===== src/rtl/mips_ctrl_pkg.sv =====
// Shared encodings for the MIPS multicycle control FSM: states, opcode/funct
// values, ALU select codes and datapath mux codes.
package mips_ctrl_pkg;

  localparam int SEL_W = 4;
  localparam int OP_W  = 6;

  typedef enum logic [3:0] {
    S_FETCH, S_DECODE, S_MEM_ADDR, S_MEM_READ, S_MEM_WB, S_MEM_WRITE,
    S_R_EXEC, S_R_WB, S_BRANCH, S_JUMP, S_I_EXEC, S_I_WB, S_TRAP
  } state_t;

  // Tells the ALU select decoder where its operation comes from.
  typedef enum logic [1:0] {CLS_ADD, CLS_SUB, CLS_RTYPE, CLS_ITYPE} sel_class_t;

  localparam logic [OP_W-1:0] OP_RTYPE = 6'b000000;
  localparam logic [OP_W-1:0] OP_LW    = 6'b100011;
  localparam logic [OP_W-1:0] OP_SW    = 6'b101011;
  localparam logic [OP_W-1:0] OP_BEQ   = 6'b000100;
  localparam logic [OP_W-1:0] OP_J     = 6'b000010;
  localparam logic [OP_W-1:0] OP_ADDI  = 6'b001000;
  localparam logic [OP_W-1:0] OP_ANDI  = 6'b001100;
  localparam logic [OP_W-1:0] OP_ORI   = 6'b001101;
  localparam logic [OP_W-1:0] OP_SLTI  = 6'b001010;

  localparam logic [OP_W-1:0] FN_ADD = 6'b100000;
  localparam logic [OP_W-1:0] FN_SUB = 6'b100010;
  localparam logic [OP_W-1:0] FN_AND = 6'b100100;
  localparam logic [OP_W-1:0] FN_OR  = 6'b100101;
  localparam logic [OP_W-1:0] FN_SLT = 6'b101010;

  localparam logic [SEL_W-1:0] ALU_AND = 4'b0000;
  localparam logic [SEL_W-1:0] ALU_OR  = 4'b0001;
  localparam logic [SEL_W-1:0] ALU_ADD = 4'b0010;
  localparam logic [SEL_W-1:0] ALU_SUB = 4'b0110;
  localparam logic [SEL_W-1:0] ALU_SLT = 4'b0111;

  localparam logic [1:0] SRCB_REGB    = 2'd0;
  localparam logic [1:0] SRCB_FOUR    = 2'd1;
  localparam logic [1:0] SRCB_IMM     = 2'd2;
  localparam logic [1:0] SRCB_IMM_SH2 = 2'd3;

  localparam logic [1:0] PCSRC_ALU    = 2'd0;
  localparam logic [1:0] PCSRC_ALUOUT = 2'd1;
  localparam logic [1:0] PCSRC_JUMP   = 2'd2;

endpackage


===== src/rtl/mips_multicycle_control_if.sv =====
// Control <-> datapath bundle: instruction fields and status in, ALU select
// and mux/enable strobes out. The control FSM uses the master side.
interface mips_multicycle_control_if;
  import mips_ctrl_pkg::*;

  logic [OP_W-1:0]  opcode;
  logic [OP_W-1:0]  funct;
  logic             zero;
  logic             mem_ready;
  logic [SEL_W-1:0] selectionLines;
  logic             ALUSrcA;
  logic [1:0]       ALUSrcB;
  logic             IorD;
  logic             MemRead;
  logic             MemWrite;
  logic             IRWrite;
  logic             RegWrite;
  logic             RegDst;
  logic             MemtoReg;
  logic             PCWrite;
  logic [1:0]       PCSource;
  logic             illegal_op;

  modport master (
    input  opcode, funct, zero, mem_ready,
    output selectionLines, ALUSrcA, ALUSrcB, IorD, MemRead, MemWrite, IRWrite,
           RegWrite, RegDst, MemtoReg, PCWrite, PCSource, illegal_op
  );

  modport slave (
    output opcode, funct, zero, mem_ready,
    input  selectionLines, ALUSrcA, ALUSrcB, IorD, MemRead, MemWrite, IRWrite,
           RegWrite, RegDst, MemtoReg, PCWrite, PCSource, illegal_op
  );
endinterface


===== src/rtl/alu_select_decode.sv =====
// Combinational ALU operation select: fixed ADD/SUB, or decoded from the
// latched funct (R-type) or opcode (I-type). Flags unknown R-type funct codes.
module alu_select_decode
  import mips_ctrl_pkg::*;
(
  input  sel_class_t       sel_class,
  input  logic [OP_W-1:0]  opcode,
  input  logic [OP_W-1:0]  funct,
  output logic [SEL_W-1:0] sel,
  output logic             illegal
);

  // NOTE: every output gets a default before the case so no latch is inferred.
  always_comb begin
    sel     = ALU_ADD;
    illegal = 1'b0;
    unique case (sel_class)
      CLS_SUB: sel = ALU_SUB;
      CLS_RTYPE: begin
        case (funct)
          FN_ADD:  sel = ALU_ADD;
          FN_SUB:  sel = ALU_SUB;
          FN_AND:  sel = ALU_AND;
          FN_OR:   sel = ALU_OR;
          FN_SLT:  sel = ALU_SLT;
          default: illegal = 1'b1;
        endcase
      end
      CLS_ITYPE: begin
        case (opcode)
          OP_ANDI: sel = ALU_AND;
          OP_ORI:  sel = ALU_OR;
          OP_SLTI: sel = ALU_SLT;
          default: sel = ALU_ADD;
        endcase
      end
      default: sel = ALU_ADD;
    endcase
  end

endmodule


===== src/rtl/mips_multicycle_control.sv =====
// Multicycle MIPS control FSM (fetch/decode/execute/memory/writeback).
// Define ILLEGAL_TRAP_EN to trap unknown opcodes/functs into a sticky TRAP state.
module mips_multicycle_control
  import mips_ctrl_pkg::*;
(
  input  logic                      clk,
  input  logic                      reset_n,
  mips_multicycle_control_if.master bus
);

  state_t          state, next_state;
  logic [OP_W-1:0] op_q, funct_q;
  sel_class_t      sel_class;
  logic            funct_illegal;

  // NOTE: sequential state uses non-blocking assignments only; the latched
  // instruction fields are reset too so decode never sees X after reset.
  always_ff @(posedge clk) begin
    if (!reset_n) begin
      state   <= S_FETCH;
      op_q    <= '0;
      funct_q <= '0;
    end else begin
      state <= next_state;
      if (state == S_DECODE) begin
        op_q    <= bus.opcode;
        funct_q <= bus.funct;
      end
    end
  end

  always_comb begin
    next_state = state;
    unique case (state)
      S_FETCH:  if (bus.mem_ready) next_state = S_DECODE;
      S_DECODE: begin
        case (bus.opcode)
          OP_LW, OP_SW:                       next_state = S_MEM_ADDR;
          OP_RTYPE:                           next_state = S_R_EXEC;
          OP_BEQ:                             next_state = S_BRANCH;
          OP_J:                               next_state = S_JUMP;
          OP_ADDI, OP_ANDI, OP_ORI, OP_SLTI:  next_state = S_I_EXEC;
`ifdef ILLEGAL_TRAP_EN
          default:                            next_state = S_TRAP;
`else
          default:                            next_state = S_FETCH;
`endif
        endcase
      end
      S_MEM_ADDR:  next_state = (op_q == OP_LW) ? S_MEM_READ : S_MEM_WRITE;
      S_MEM_READ:  if (bus.mem_ready) next_state = S_MEM_WB;
      S_MEM_WB:    next_state = S_FETCH;
      S_MEM_WRITE: if (bus.mem_ready) next_state = S_FETCH;
`ifdef ILLEGAL_TRAP_EN
      S_R_EXEC:    next_state = funct_illegal ? S_TRAP : S_R_WB;
      S_TRAP:      next_state = S_TRAP;
`else
      S_R_EXEC:    next_state = S_R_WB;
      S_TRAP:      next_state = S_FETCH;
`endif
      S_R_WB, S_BRANCH, S_JUMP, S_I_WB: next_state = S_FETCH;
      S_I_EXEC:    next_state = S_I_WB;
      default:     next_state = S_FETCH;
    endcase
  end

  // Writeback states keep the execute-state select so the ALU result is stable.
  always_comb begin
    unique case (state)
      S_R_EXEC, S_R_WB: sel_class = CLS_RTYPE;
      S_I_EXEC, S_I_WB: sel_class = CLS_ITYPE;
      S_BRANCH:         sel_class = CLS_SUB;
      default:          sel_class = CLS_ADD;
    endcase
  end

  alu_select_decode u_sel (
    .sel_class (sel_class),
    .opcode    (op_q),
    .funct     (funct_q),
    .sel       (bus.selectionLines),
    .illegal   (funct_illegal)
  );

  always_comb begin
    bus.ALUSrcA  = 1'b0;
    bus.ALUSrcB  = SRCB_REGB;
    bus.IorD     = 1'b0;
    bus.MemRead  = 1'b0;
    bus.MemWrite = 1'b0;
    bus.IRWrite  = 1'b0;
    bus.RegWrite = 1'b0;
    bus.RegDst   = 1'b0;
    bus.MemtoReg = 1'b0;
    bus.PCWrite  = 1'b0;
    bus.PCSource = PCSRC_ALU;
    unique case (state)
      S_FETCH: begin
        bus.MemRead = 1'b1;
        bus.ALUSrcB = SRCB_FOUR;
        bus.IRWrite = bus.mem_ready;
        bus.PCWrite = bus.mem_ready;
      end
      S_DECODE:    bus.ALUSrcB = SRCB_IMM_SH2;
      S_MEM_ADDR: begin
        bus.ALUSrcA = 1'b1;
        bus.ALUSrcB = SRCB_IMM;
      end
      S_MEM_READ: begin
        bus.MemRead = 1'b1;
        bus.IorD    = 1'b1;
      end
      S_MEM_WB: begin
        bus.RegWrite = 1'b1;
        bus.MemtoReg = 1'b1;
      end
      S_MEM_WRITE: begin
        bus.MemWrite = 1'b1;
        bus.IorD     = 1'b1;
      end
      S_R_EXEC:    bus.ALUSrcA = 1'b1;
      S_R_WB: begin
        bus.RegWrite = 1'b1;
        bus.RegDst   = 1'b1;
      end
      S_BRANCH: begin
        bus.ALUSrcA  = 1'b1;
        bus.PCSource = PCSRC_ALUOUT;
        bus.PCWrite  = bus.zero;
      end
      S_JUMP: begin
        bus.PCWrite  = 1'b1;
        bus.PCSource = PCSRC_JUMP;
      end
      S_I_EXEC: begin
        bus.ALUSrcA = 1'b1;
        bus.ALUSrcB = SRCB_IMM;
      end
      S_I_WB:      bus.RegWrite = 1'b1;
      default:     ;
    endcase
  end

`ifdef ILLEGAL_TRAP_EN
  logic illegal_q;
  always_ff @(posedge clk) begin
    if (!reset_n)                 illegal_q <= 1'b0;
    else if (next_state == S_TRAP) illegal_q <= 1'b1;
  end
  assign bus.illegal_op = illegal_q;
`else
  logic unused_funct_illegal;
  assign unused_funct_illegal = funct_illegal;
  assign bus.illegal_op       = 1'b0;
`endif

endmodule


===== src/flat_wrapper.sv =====
// flat-port wrapper written by rule: the top's interface ports become plain ports
module mips_multicycle_control_flat import mips_ctrl_pkg::*;
  (clk, reset_n, bus_opcode, bus_funct, bus_zero, bus_mem_ready, bus_selectionLines, bus_ALUSrcA, bus_ALUSrcB, bus_IorD, bus_MemRead, bus_MemWrite, bus_IRWrite, bus_RegWrite, bus_RegDst, bus_MemtoReg, bus_PCWrite, bus_PCSource, bus_illegal_op);
  mips_multicycle_control_if bus_i ();
  input  logic clk;
  input  logic reset_n;
  input wire logic [$bits(bus_i.opcode)-1:0] bus_opcode;
  input wire logic [$bits(bus_i.funct)-1:0] bus_funct;
  input wire logic [$bits(bus_i.zero)-1:0] bus_zero;
  input wire logic [$bits(bus_i.mem_ready)-1:0] bus_mem_ready;
  output wire logic [$bits(bus_i.selectionLines)-1:0] bus_selectionLines;
  output wire logic [$bits(bus_i.ALUSrcA)-1:0] bus_ALUSrcA;
  output wire logic [$bits(bus_i.ALUSrcB)-1:0] bus_ALUSrcB;
  output wire logic [$bits(bus_i.IorD)-1:0] bus_IorD;
  output wire logic [$bits(bus_i.MemRead)-1:0] bus_MemRead;
  output wire logic [$bits(bus_i.MemWrite)-1:0] bus_MemWrite;
  output wire logic [$bits(bus_i.IRWrite)-1:0] bus_IRWrite;
  output wire logic [$bits(bus_i.RegWrite)-1:0] bus_RegWrite;
  output wire logic [$bits(bus_i.RegDst)-1:0] bus_RegDst;
  output wire logic [$bits(bus_i.MemtoReg)-1:0] bus_MemtoReg;
  output wire logic [$bits(bus_i.PCWrite)-1:0] bus_PCWrite;
  output wire logic [$bits(bus_i.PCSource)-1:0] bus_PCSource;
  output wire logic [$bits(bus_i.illegal_op)-1:0] bus_illegal_op;
  assign bus_i.opcode = bus_opcode;
  assign bus_i.funct = bus_funct;
  assign bus_i.zero = bus_zero;
  assign bus_i.mem_ready = bus_mem_ready;
  assign bus_selectionLines = bus_i.selectionLines;
  assign bus_ALUSrcA = bus_i.ALUSrcA;
  assign bus_ALUSrcB = bus_i.ALUSrcB;
  assign bus_IorD = bus_i.IorD;
  assign bus_MemRead = bus_i.MemRead;
  assign bus_MemWrite = bus_i.MemWrite;
  assign bus_IRWrite = bus_i.IRWrite;
  assign bus_RegWrite = bus_i.RegWrite;
  assign bus_RegDst = bus_i.RegDst;
  assign bus_MemtoReg = bus_i.MemtoReg;
  assign bus_PCWrite = bus_i.PCWrite;
  assign bus_PCSource = bus_i.PCSource;
  assign bus_illegal_op = bus_i.illegal_op;
  mips_multicycle_control u_core (.clk(clk), .reset_n(reset_n), .bus(bus_i));
endmodule

===== config.mk =====
export PLATFORM = sky130hd
export DESIGN_NAME = mips_multicycle_control_flat
export DESIGN_NICKNAME = d
export VERILOG_FILES = /design/src/rtl/mips_ctrl_pkg.sv /design/src/rtl/mips_multicycle_control_if.sv /design/src/rtl/alu_select_decode.sv /design/src/rtl/mips_multicycle_control.sv /design/src/flat_wrapper.sv
export SDC_FILE = /design/constraint.sdc
export NUM_CORES = 1
export LEC_CHECK = 0
export ABC_AREA = 0
export CAP_MARGIN = 25
export CORE_MARGIN = 3
export CORE_UTILIZATION = 42
export DETAILED_ROUTE_END_ITERATION = 7
export PLACE_DENSITY = 0.85
export SLEW_MARGIN = 5
export SYNTH_ARGS = -nofsm -noshare
export SYNTH_HDL_FRONTEND = slang
export SYNTH_HIERARCHICAL = 1
export SYNTH_SLANG_ARGS = --single-unit
export TNS_END_PERCENT = 5

===== constraint.sdc =====
create_clock -name clk -period 1.59 [get_ports clk]
set_input_delay 0.3975 -clock clk [delete_from_list [all_inputs] [get_ports clk]]
set_output_delay 0.3975 -clock clk [all_outputs]
set_load 0.02 [all_outputs]

==> results of run 1 <==
state kept, by name, indices dropped and copies added (netlist names):
| name | count |
|---|---|
| u_core/state | 4 |
| u_core/funct_q | 6 |
| u_core/op_q | 6 |
routing by layer:
metal	global-route usage	part of all wire	vias up
met5	0	0	-
met4	0.0596	0.033	0
met3	0.0498	0.074	21
met2	0.431	0.51	86
met1	0.281	0.39	688
li1	-	-	662
final timing paths:
kind | start | end | slack [ns] | cells after the start
setup / recovery | u_core/state[1] | bus_ALUSrcB[1] | -0.40 | 5
hold / removal | u_core/funct_q[5] | u_core/funct_q[5] | 0.49 | 2
setup reg to reg | u_core/state[2] | u_core/state[3] | -0.16 | 6
hold reg to reg | u_core/funct_q[5] | u_core/funct_q[5] | 0.49 | 2
through the flow:
stage / power (W) / worst slack [ns] / hold slack (ns) / util
6_report: 0.00141 / -0.401 / 0.492 / 0.750
5_1_grt: 0.00147 / -0.471 / 0.512 / 0.750
4_1_cts: 0.00136 / -0.306 / 0.483 / 0.733
3_5_place_dp: 0.00105 / -0.604 / 0.464 / 0.687
3_3_place_gp: 0.00102 / -0.579 / 0.449 / 0.687
2_1_floorplan: 0.000772 / -0.158 / 0.438 / -
cell usage in the layout (no fill, tap or decap), types with 4 or more instances in the layout:
| cell type | n |
|---|---|
| sky130_fd_sc_hd__nand2_1 | 34 |
| sky130_fd_sc_hd__buf_6 | 11 |
| sky130_fd_sc_hd__nor2_2 | 4 |
| sky130_fd_sc_hd__buf_4 | 42 |
| sky130_fd_sc_hd__a21boi_1 | 12 |
| sky130_fd_sc_hd__nor2b_1 | 6 |
| sky130_fd_sc_hd__nor3_2 | 4 |
| sky130_fd_sc_hd__nand2b_4 | 4 |
| sky130_fd_sc_hd__clkdlybuf4s50_1 | 15 |
| sky130_fd_sc_hd__dfxtp_1 | 12 |
critical path: stages (launching register included):
cell and delay [ns]:
sky130_fd_sc_hd__dfxtp_2 0.36, sky130_fd_sc_hd__buf_8 0.15, sky130_fd_sc_hd__nand2b_4 0.17, sky130_fd_sc_hd__o21ai_0 0.24, sky130_fd_sc_hd__nor2b_1 0.20, sky130_fd_sc_hd__buf_4 0.16
power by group through the flow:
stage / registers [W] / logic, W / clock network (W)
floorplan: 0.000477 / 0.000295 / 0
global placement: 0.000474 / 0.000551 / 0
detailed placement: 0.000479 / 0.000575 / 0
CTS: 0.000476 / 0.000610 / 0.000270
global route: 0.000483 / 0.000691 / 0.000297
finish: 0.000482 / 0.000649 / 0.000281
layout make-up:
type                       count  share of cell area
clock buffer                   4              0.0193
inverter                       2             0.00400
multi-input combinational    123               0.460
sequential                    16               0.175
tap                           30              0.0200
timing repair buffer          69               0.322
repair_timing:
| item | in CTS | in global routing |
|---|---|---|
| setup buffers | 0 | 1 |
| endpoints found under the setup margin | 32 | 32 |
| resized for setup | 114 | 7 |
| pin swaps | 8 | 3 |
==> out/metrics.yaml, run 1 <==
outcome: "complete, but fails checks"
violations_in_the_final_reports: "negative setup slack"
worstSkewPairLatency_ns: 0.30
power.net_switching_w: 0.000504
power.ir.vdd_worst_v: 0.000848
grt_overflow: 0
timing_worst_setup_path_type: "reg2out"
cts.sink_count: 16
route.detailed.wl_per_inst_um: 16.7
antenna_violations_before_repair: 0
timing.final.ws_setup_ns: -0.401
crit_start_category: "register"
postPlaceCellArea_sq_um: 1720
num_antenna_cells: 0
setup_tns_ns: -3.51
yosysWarnings: 6
switching_share: 0.357
layout_min_cycle_time_ns: 1.99
clockBufferDepth: 2
layoutNonFillerInstCount: 244
setup_viol_count_final: 28
ios: 34
drive_above_1_share: 0.402
post-route-drc-count: 0
final-seq-area_sq_um: 328
synthesis.area_sq_um: 1120
final.setup_skew_ns: 0.00730
avgViaCountPerCell: 5.97
clk_transition_reported_paths_ns: 0.11
drt-pass1-iter-count: 4
core_area_sq_um: 2500
grt_max_degree: 16
cp_data_arrival_time_ns: 1.59
critical_path_required_time_ns: 1.19
cap_viol_max_count: 0
chipWidth_um: 57.6
min_path_type: "reg2reg"
max_freq_ghz: 0.502
layout.nets: 231
cts_hold_buf: 0
postRouteWirelength_mm: 4.08
place.port_buffers: 31
post_dp_hpwl_mm: 2.86
first_global_vias: 1424
die_height_um: 57.6
detail-route-antenna-nets: 0
comb_power_share: 0.459
dr_total_vias: 1457
number_of_h_tree_levels: 1
multi_input_gate_area_in_the_final_layout_sq_um: 862
final_cell_area_sq_um: 1880
critical_path.endpoint_type: "output port"
tritoncts: "done"
start_util: 0.447
finalHoldViolations: 0
row_count: 18
final_min_period_over_clock_period: 1.25
place_inst: 239
area_growth_syn_to_layout_pct: 67.9
leakage_nw: 0.774
pwr_density_cell_nw_per_um2: 753
path_max_fanout: 14
cellInternalPower_w: 0.000908
fillerInstances: 154
cts_buffers: 3
seqPwrFrac: 0.341
grt_first_pass_wirelength_mm: 6.31
slew_viol_final: 0
grt_util_all_layers: 0.237
clock-root-buffer: "sky130_fd_sc_hd__clkbuf_4"
fp.dieArea_sq_um: 3310
routabilityCongestion: 0.854
synth_fp_nets: 168
syn-instance-count: 152
dr.first_iter.drc_count: 76
unrepaired_setup_endpoints_after_global_routing: "true"
synth_area_per_cell_sq_um: 7.35
share_clk_of_total_power: 0.199
No activity file was read; power rests on OpenSTA's default activity.
==> run 2, diff against run 1 <==
PLACE_DENSITY = 0.75   (was 0.85)
==> out/metrics.yaml, run 2 (synthesis gave the netlist of run 1 again) <==
setup_viol_count_final: 32  # +14%
path_max_fanout: 3  # -11
route.detailed.wl_per_inst_um: 14.7  # -12%
row_count: 18  # unchanged
pwr_density_cell_nw_per_um2: 744  # -1.3%
critical_path_required_time_ns: 1.19  # about the same
max_freq_ghz: 0.518  # +3.1%
post_dp_hpwl_mm: 2.62  # -8.3%
postRouteWirelength_mm: 3.54  # -13%
clock-root-buffer: "sky130_fd_sc_hd__clkbuf_4"
timing.hold.ws_ns: 0.486  # -0.00606 ns
setup_tns_ns: -3.44  # +0.0691 ns
final_power_w: 0.00134  # -4.9%
place_inst: 235  # -1.7%
avgViaCountPerCell: 5.51  # -7.8%
detail-route-antenna-nets: 0  # unchanged
hold_path_end: "u_core/funct_q[0]"
critical_path.max_stage_delay_ns: 0.34  # -0.02 ns
timing.final.ws_setup_ns: -0.342  # +0.0594 ns
drive_above_1_share: 0.360  # -0.0417
tritoncts: "done"
grt_max_degree: 16  # unchanged
clk_transition_reported_paths_ns: 0.09  # -0.02 ns
final_min_period_over_clock_period: 1.22  # -0.0373
num_antenna_cells: 0  # unchanged
final_cell_mix: "sky130_fd_sc_hd__buf_4, sky130_fd_sc_hd__nand2_1, sky130_fd_sc_hd__clkdlybuf4s50_1"
first_global_vias: 1295  # -9.1%
fillerInstances: 189  # +23%
critical_path.reg2reg.endpoint: "u_core/state[1]"
grt_first_pass_wirelength_mm: 6.02  # -4.6%
post-route-drc-count: 0  # unchanged
antenna_violations_before_repair: 0  # unchanged
grt_util_all_layers: 0.235  # -0.00243
layout_min_cycle_time_ns: 1.93  # -0.0594 ns
critical_path.endpoint_type: "output port"
dr.first_iter.drc_count: 80  # +5.3%
final.setup_skew_ns: 0.000719  # -0.00658 ns
unrepaired_setup_endpoints_after_global_routing: "true"
start_util: 0.447  # unchanged
hold_depth: 2  # unchanged
die_height_um: 57.6  # unchanged
worstSkewPairLatency_ns: 0.28  # -0.02 ns
final_cell_area_sq_um: 1810  # -3.7%
timing_worst_setup_path_type: "reg2out"
finalHoldViolations: 0  # unchanged
dr_total_vias: 1327  # -8.9%
critical_path.cell_chain: "nor2b_4 -> nor2_4 -> and4bb_1 -> and3b_1 -> o21ai_2 -> buf_6"
clockBufferDepth: 2  # unchanged
violations_in_the_final_reports: "negative setup slack"
slew_viol_final: 0  # unchanged
min_path_type: "reg2reg"
reg2reg_from: "u_core/state[0]"
cap_viol_max_count: 0  # unchanged
layoutNonFillerInstCount: 241  # -1.2%
crit_path_top_delay_cell: "sky130_fd_sc_hd__dfxtp_2"
cts_buffers: 3  # unchanged
place.port_buffers: 31  # unchanged
number_of_h_tree_levels: 1  # unchanged
fp.dieArea_sq_um: 3310  # unchanged
postPlaceCellArea_sq_um: 1690  # -1.7%
hold_path.startpoint: "u_core/funct_q[0]"
cp_data_arrival_time_ns: 1.53  # -0.06 ns
outcome: "complete, but fails checks"
ios: 34  # unchanged
power.ir.vdd_worst_v: 0.000720  # -15%
reg2regPathDepth: 6  # unchanged
grt_overflow: 0  # unchanged
layout.nets: 228  # -1.3%
ff2ff_setup_slack_ns: -0.15  # about the same
area_growth_syn_to_layout_pct: 61.6
routabilityCongestion: 0.836  # -2.2%
core_area_sq_um: 2500  # unchanged
leakage_nw: 0.740  # -4.4%
layout.cells.most_common: "sky130_fd_sc_hd__buf_4"
biggestRegsByFlops: "u_core/funct_q: 6 flops, u_core/op_q: 6 flops, u_core/state: 4 flops"
drt-pass1-iter-count: 4  # unchanged
cts.sink_count: 16  # unchanged
crit_start_category: "register"
chipWidth_um: 57.6  # unchanged
run 2: through the flow:
| step | utilization | setup WS (ns) |
|---|---|---|
| after CTS | 0.717 | -0.323 |
| after detailed placement | 0.675 | -0.623 |
| after floorplan | - | -0.158 |
| after global routing | 0.722 | -0.435 |
| after global placement | 0.675 | -0.583 |
| final | 0.722 | -0.342 |
run 2: layout make-up:
| class | count | area [sq um] | area share |
|---|---|---|---|
| Multi-Input combinational cell | 123 | 846 | 0.468 |
| Tap cell | 30 | 37.5 | 0.0208 |
| Inverter | 2 | 7.51 | 0.00416 |
| Clock buffer | 4 | 36.3 | 0.0201 |
| Sequential cell | 16 | 325 | 0.180 |
| Timing Repair Buffer | 66 | 553 | 0.306 |
run 2: worst max-delay path, delay by kind of cell, from the launching register on:
family	cells	cell delay (ns)
flops	1	0.34
simple gates	4	0.66
buf+inv	1	0.13
compound gates	1	0.12
run 2: report_power, final:
group | internal, W | switching (W)
Sequential | 0.000443 | 0.0000368
Combinational | 0.000298 | 0.000305
Clock | 0.000139 | 0.000119
Total | 0.000881 | 0.000462
run 2: what timing repair did:
action / CTS / global route
hold buffers: 0 / 0
pin swaps: 5 / 2
setup buffers: 1 / 1
setup endpoints to repair: 32 / 32
cloned: 0 / 0
gates resized for setup: 104 / 1
endpoints found under the hold margin: 0 / 0
run 2: worst max-delay path by stage:
stage	start	endpoint	slack [ns]	cells after the start
after floorplan	u_core/state[0]	bus_selectionLines[1]	-0.16	5
after CTS	u_core/state[0]	bus_selectionLines[1]	-0.32	6
final	u_core/state[0]	bus_selectionLines[1]	-0.34	6
after global routing	u_core/state[0]	bus_selectionLines[1]	-0.44	6
after global placement	bus_mem_ready	bus_PCWrite	-0.58	5
after detailed placement	bus_mem_ready	bus_PCWrite	-0.62	5
run 2: routing by layer:
layer,wire length (um),track usage,vias up
met4,38,0.0728,0
li1,-,-,651
met2,1830,0.410,35
met5,0,0,-
met1,1530,0.296,637
met3,146,0.0339,4
